==> config.mk <==
export PLATFORM = sky130hd
export DESIGN_NAME = jtframe_z80wait
export DESIGN_NICKNAME = d
export VERILOG_FILES = /design/src/rtl/jtframe_z80wait.sv
export SDC_FILE = /design/constraint.sdc
export NUM_CORES = 1
export LEC_CHECK = 0
export CORE_AREA = 2 2 39 41
export CTS_CLUSTER_SIZE = 8
export DETAILED_ROUTE_END_ITERATION = 8
export DIE_AREA = 0 0 41 43
export MAX_ROUTING_LAYER = met4
export PLACE_DENSITY = 0.73
export SYNTH_ARGS = -nofsm -noshare
export SYNTH_HDL_FRONTEND = slang
export SYNTH_SLANG_ARGS = --single-unit
==> constraint.sdc <==
create_clock -name clk -period 7.35 [get_ports clk]
set_clock_uncertainty 0.15 [all_clocks]
set_input_delay 1.1025 -clock clk [delete_from_list [all_inputs] [get_ports clk]]
set_output_delay 1.1025 -clock clk [all_outputs]
set_load 0.05 [all_outputs]
==> src/rtl/jtframe_z80wait.sv <==
// Z80 clock-enable gating: holds the CPU while SDRAM-backed devices are not ready,
// optionally adds opcode-fetch wait states and repays enables lost during stalls.
module jtframe_z80wait #(
    parameter int DEVCNT   = 2,
    parameter int RECOVERY = 1,
    parameter int CNTW     = 4,
    parameter int M1WAIT   = 0
) (
    input  logic              rst,
    input  logic              clk,
    input  logic              cen_in,
    input  logic              m1_n,
    input  logic              mreq_n,
    input  logic              busak_n,
    input  logic [DEVCNT-1:0] rom_cs,
    input  logic [DEVCNT-1:0] rom_ok,
    input  logic [DEVCNT-1:0] dev_busy,
    output logic              cpu_cen,
    output logic              stall
);

    localparam logic [CNTW-1:0] DEBT_MAX  = {CNTW{1'b1}};
    localparam logic [CNTW-1:0] DEBT_ZERO = {CNTW{1'b0}};
    localparam logic [CNTW-1:0] DEBT_ONE  = {{(CNTW-1){1'b0}}, 1'b1};
    localparam logic [1:0]      M1_LOAD   = 2'(M1WAIT);
    localparam logic            REC_EN    = (RECOVERY != 0);
    localparam logic            M1_EN     = (M1WAIT != 0);

    logic [DEVCNT-1:0] cs_l_q, cs_l_d;
    logic              fetch_q, fetch_d;
    logic              prev_cen_q, prev_cen_d;
    logic [1:0]        m1cnt_q, m1cnt_d;
    logic [CNTW-1:0]   debt_q, debt_d;

    logic [DEVCNT-1:0] pending_s;
    logic              fetch_s;
    logic              fetch_rise_s;
    logic              raw_stall_s;
    logic              recover_s;

    // Stall decision and gated CPU enable; a stale rom_ok in the first cs cycle is ignored.
    always_comb begin
        pending_s    = rom_cs & (~rom_ok | ~cs_l_q);
        fetch_s      = ~m1_n & ~mreq_n;
        fetch_rise_s = fetch_s & ~fetch_q;
        raw_stall_s  = busak_n & ((|pending_s) | (|dev_busy) | (m1cnt_q != 2'd0));
        recover_s    = REC_EN & ~rst & ~cen_in & ~raw_stall_s
                     & (debt_q != DEBT_ZERO) & ~prev_cen_q;
        if (rst) begin
            stall   = 1'b0;
            cpu_cen = 1'b0;
        end else begin
            stall   = raw_stall_s;
            cpu_cen = (cen_in & ~raw_stall_s) | recover_s;
        end
    end

    // Next-state for the fetch wait counter and the lost-enable debt.
    always_comb begin
        cs_l_d     = rom_cs;
        fetch_d    = fetch_s;
        prev_cen_d = cpu_cen;
        m1cnt_d    = m1cnt_q;
        debt_d     = debt_q;

        if (M1_EN && fetch_rise_s) begin
            m1cnt_d = M1_LOAD;
        end else if (cen_in && (m1cnt_q != 2'd0)) begin
            m1cnt_d = m1cnt_q - 2'd1;
        end else begin
            m1cnt_d = m1cnt_q;
        end

        // busak_n low already clears raw_stall_s, so the debt simply holds then
        if (REC_EN && cen_in && raw_stall_s) begin
            if (debt_q != DEBT_MAX) begin
                debt_d = debt_q + DEBT_ONE;
            end else begin
                debt_d = debt_q;
            end
        end else if (recover_s) begin
            debt_d = debt_q - DEBT_ONE;
        end else begin
            debt_d = debt_q;
        end
    end

    // State registers.
    always_ff @(posedge clk or posedge rst) begin
        if (rst) begin
            cs_l_q     <= {DEVCNT{1'b0}};
            fetch_q    <= 1'b0;
            prev_cen_q <= 1'b0;
            m1cnt_q    <= 2'd0;
            debt_q     <= DEBT_ZERO;
        end else begin
            cs_l_q     <= cs_l_d;
            fetch_q    <= fetch_d;
            prev_cen_q <= prev_cen_d;
            m1cnt_q    <= m1cnt_d;
            debt_q     <= debt_d;
        end
    end

endmodule

==> metrics.md <==
| Metric | Value |
|---|---|
| Outcome | completed |
| CTS tree | yes |
| Most crowded layer after global routing | met1 |
| Syn nets | 61 |
| CP startpoint kind | primary input |
| DIE HEIGHT | 43 microns |
| Mapped Cells | 45 |
| Total grt overflow | 0 |
| Most used DFF post-synth | dfrtp_1 |
| Post_cts resized | 0 |
| Worst-case reg-to-reg path depth | 11 |
| Slew @ Worst Pin | 0.6717 ns |
| Finished Layout Cells | 76 |
| Final min period | roughly 4.8 ns |
| First-pass GRT wire length | 1.414 mm |
| Hold Violations, Final | 0 |
| CTS root buffer | clkbuf_4 |
| Reg-to-reg startpoint | m1cnt_q[0]$_DFFE_PP0P_ |
| Setup Crit Path Kind | primary input to output port |
| Met2 Use GR | 0.1625 |
| RR Endpoint | debt_q[3]$_DFFE_PP0P_ |
| PortBufs | 11 |
| Top-area cell type share of the netlist area | 0.4592 |
| Hold Path End | m1cnt_q[0]$_DFFE_PP0P_ |
| Worst min path class | flip-flop to flip-flop |
| Hold path depth | 1 |
| Num CTS Buffers | 3 |
| Vias per cell | 5.079 |
| Worst path arrival time | 3.57 ns |
| Met3 usage | 0.03141 |
| Final RePlAce weighted congestion | 0.7007 |
| Worst vdd ir | between 0.0001 and 0.00015 V |
| Seq cells post-synth | 9 |
| Cell Area, Synth | a little under 500 sq um |
| Detailed Routing Iterations Pass 1 | 4 |
| FFs w/ async S/R, synth | 1.000 |
| Die extent in x | 41 microns |
| # Max-Cap Violations | 0 |
| Vias in the first global route | 342 |
| Core Footprint | 1384 sq um |
| Area leader, netlist | dfrtp_1 |
| Die area | between 1500 and 2000 sq um |
| Met1 GRT Util | 0.1694 |
| Syn_area_per_cell | 10.90 sq um |
| Tot GR Track Use | 0.1320 |
| Drt initial violations | 11 |
| Syn. warnings | 0 |
| Max_slew headroom | 0.5522 |
| Post-CTS Hold Fix Bufs | 0 |
| Worst-path maximum fanout | 6 |
| Post-synthesis cell type count | 22 |
| Postcts setup bufs | 0 |
| Largest net degree at the start of global routing | 10 |
| Post-synth top cells | dfrtp_1 (9), nand2_1 (4), ha_1 (3), inv_1 (3), xor2_1 (3) |
| Crit end category | output port |
| Setup_tns | 0 ns |
| Source of the worst hold timing path | m1cnt_q[0]$_DFFE_PP0P_ |
| DR WL/cell | 12.11 microns |
| Cell count after placement | 72 |
| Layout Area Growth over Synthesis | 31.89% |
| EDFF count, synth | 0 |
| Dpl hpwl | approximately 740 microns |
| I/O pins | 14 |
| Worst-skew pair later-pin latency | 0.26 ns |
| F_max | 207.4 MHz |
| Initial antenna violation count | 0 |
| Count of final setup violators | 0 |
| Antenna-violating nets left | 0 |
| Max Root-Sink Buffers | 2 |
| Worst-path clk slew | about 0.06 ns |
| Placement Rows | 14 |
| Required time worst endpoint | slightly above 6 ns |
| Final instance area | roughly 650 sq um |
| Lkg Pwr | between 0.2 and 0.3 nW |
| H-tree levels | 1 |
| Sink Count | 9 |
| PD cells | about 330 nW/um^2 |
| Most common cell in the netlist | dfrtp_1 |
| Total detailed-routing wirelength | 920 microns |
| Layout cells sized above 1 | 0.1000 |
| Initial Util | 0.3544 |
| RSZ-0062 raised after global routing | false |
| Worst reg-to-reg setup slack | 4.41 ns |
| Post-place instance area | 620.6 sq um |
| Pins Over Slew Limit | 0 |
| Drt drc | 0 |
| Tcrit/Tclk final | 0.6559 |
| Post-synthesis sequential area ratio | 0.4592 |
| Top cells by area, synth | dfrtp_1 (46%), ha_1 (7.7%), mux2_4 (6.1%) |
| Vias | 386 |
| Fin nets | 77 |
| ANT cells | 0 |
## sequential cells by signal, summed over array words and instances, names as in the netlist
signal and flops:
prev_cen_q 1, cs_l_q 2, debt_q 4, m1cnt_q 2
## where the power goes
part | internal, mW | switching (mW)
clock | 0.0209 | 0.0173
sequential | 0.0684 | 0.0219
combinational | 0.0475 | 0.0347
total | 0.137 | 0.0740
## cell families after synthesis
| logic type | synth area share |
|---|---|
| AND/OR/NAND/NOR | 0.1913 |
| flip-flops | 0.4592 |
| AO/OA/AOI/OAI | 0.07652 |
| XOR/XNOR | 0.07144 |
| adder cells (fa/ha/maj) | 0.1174 |
| buffers and inverters | 0.02296 |
| multiplexers | 0.06123 |
## area by class of cell
type | count | area, sq um
clock buffers | 4 | 26.28
fillers | 149 | 737.0
inverters | 3 | 11.26
multi-input cells | 33 | 254.0
flip-flops and latches | 9 | 225.2
well taps | 16 | 20.02
repair buffers | 11 | 110.1
## critical path: stages
cell and delay (ns):
clkdlybuf4s50_1 0.39, or3b_1 0.37, a222oi_1 0.54, o21ai_0 0.18, nor2_1 0.16, clkdlybuf4s50_1 0.82
## routing by layer
metal  part of all wire  wire length, microns  vias to the layer above
met5                  0                     0                        -
met4              0.043                    40                        0
met3              0.091                    84                        4
met2               0.42                   389                       14
met1               0.44                   406                      180
li1                   -                     -                      188
## metrics by stage
| stage | util | setup slack [ns] | hold slack (ns) | power (mW) |
|---|---|---|---|---|
| after detailed placement | 0.4485 | 2.526 | 0.3340 | 0.1759 |
| final | 0.4675 | 2.529 | 0.3334 | 0.2108 |
| after global routing | 0.4675 | 2.370 | 0.3606 | 0.2299 |
| after CTS | 0.4675 | 2.512 | 0.3458 | 0.2151 |
| after floorplan | - | 3.359 | 0.2965 | 0.1520 |
| after global placement | 0.4485 | 2.519 | 0.3115 | 0.1704 |
## placed cells by master, fill, tap and decap left out, drive strengths merged
master         count
nand2              5
clkdlybuf4s50     11
xor2               3
nand3              1
nand3b             1
or3b               1
a21oi              1
mux2               2
fa                 1
and2               2
ha                 3
a222oi             1
nand4              1
xnor2              1
nor4               2
inv                3
a21o               1
nor2               2
dfrtp              9
clkbuf             4
o21ai              3
nand2b             2
## worst max-delay path by stage
| stage | from | end | cells past startpoint |
|---|---|---|---|
| floorplan | dev_busy[1] | cpu_cen | 4 |
| global placement | dev_busy[1] | cpu_cen | 6 |
| detailed placement | dev_busy[1] | cpu_cen | 6 |
| CTS | dev_busy[1] | cpu_cen | 6 |
| global route | dev_busy[1] | cpu_cen | 6 |
| finish | dev_busy[1] | cpu_cen | 6 |
Power figures use the tool's default switching activity.
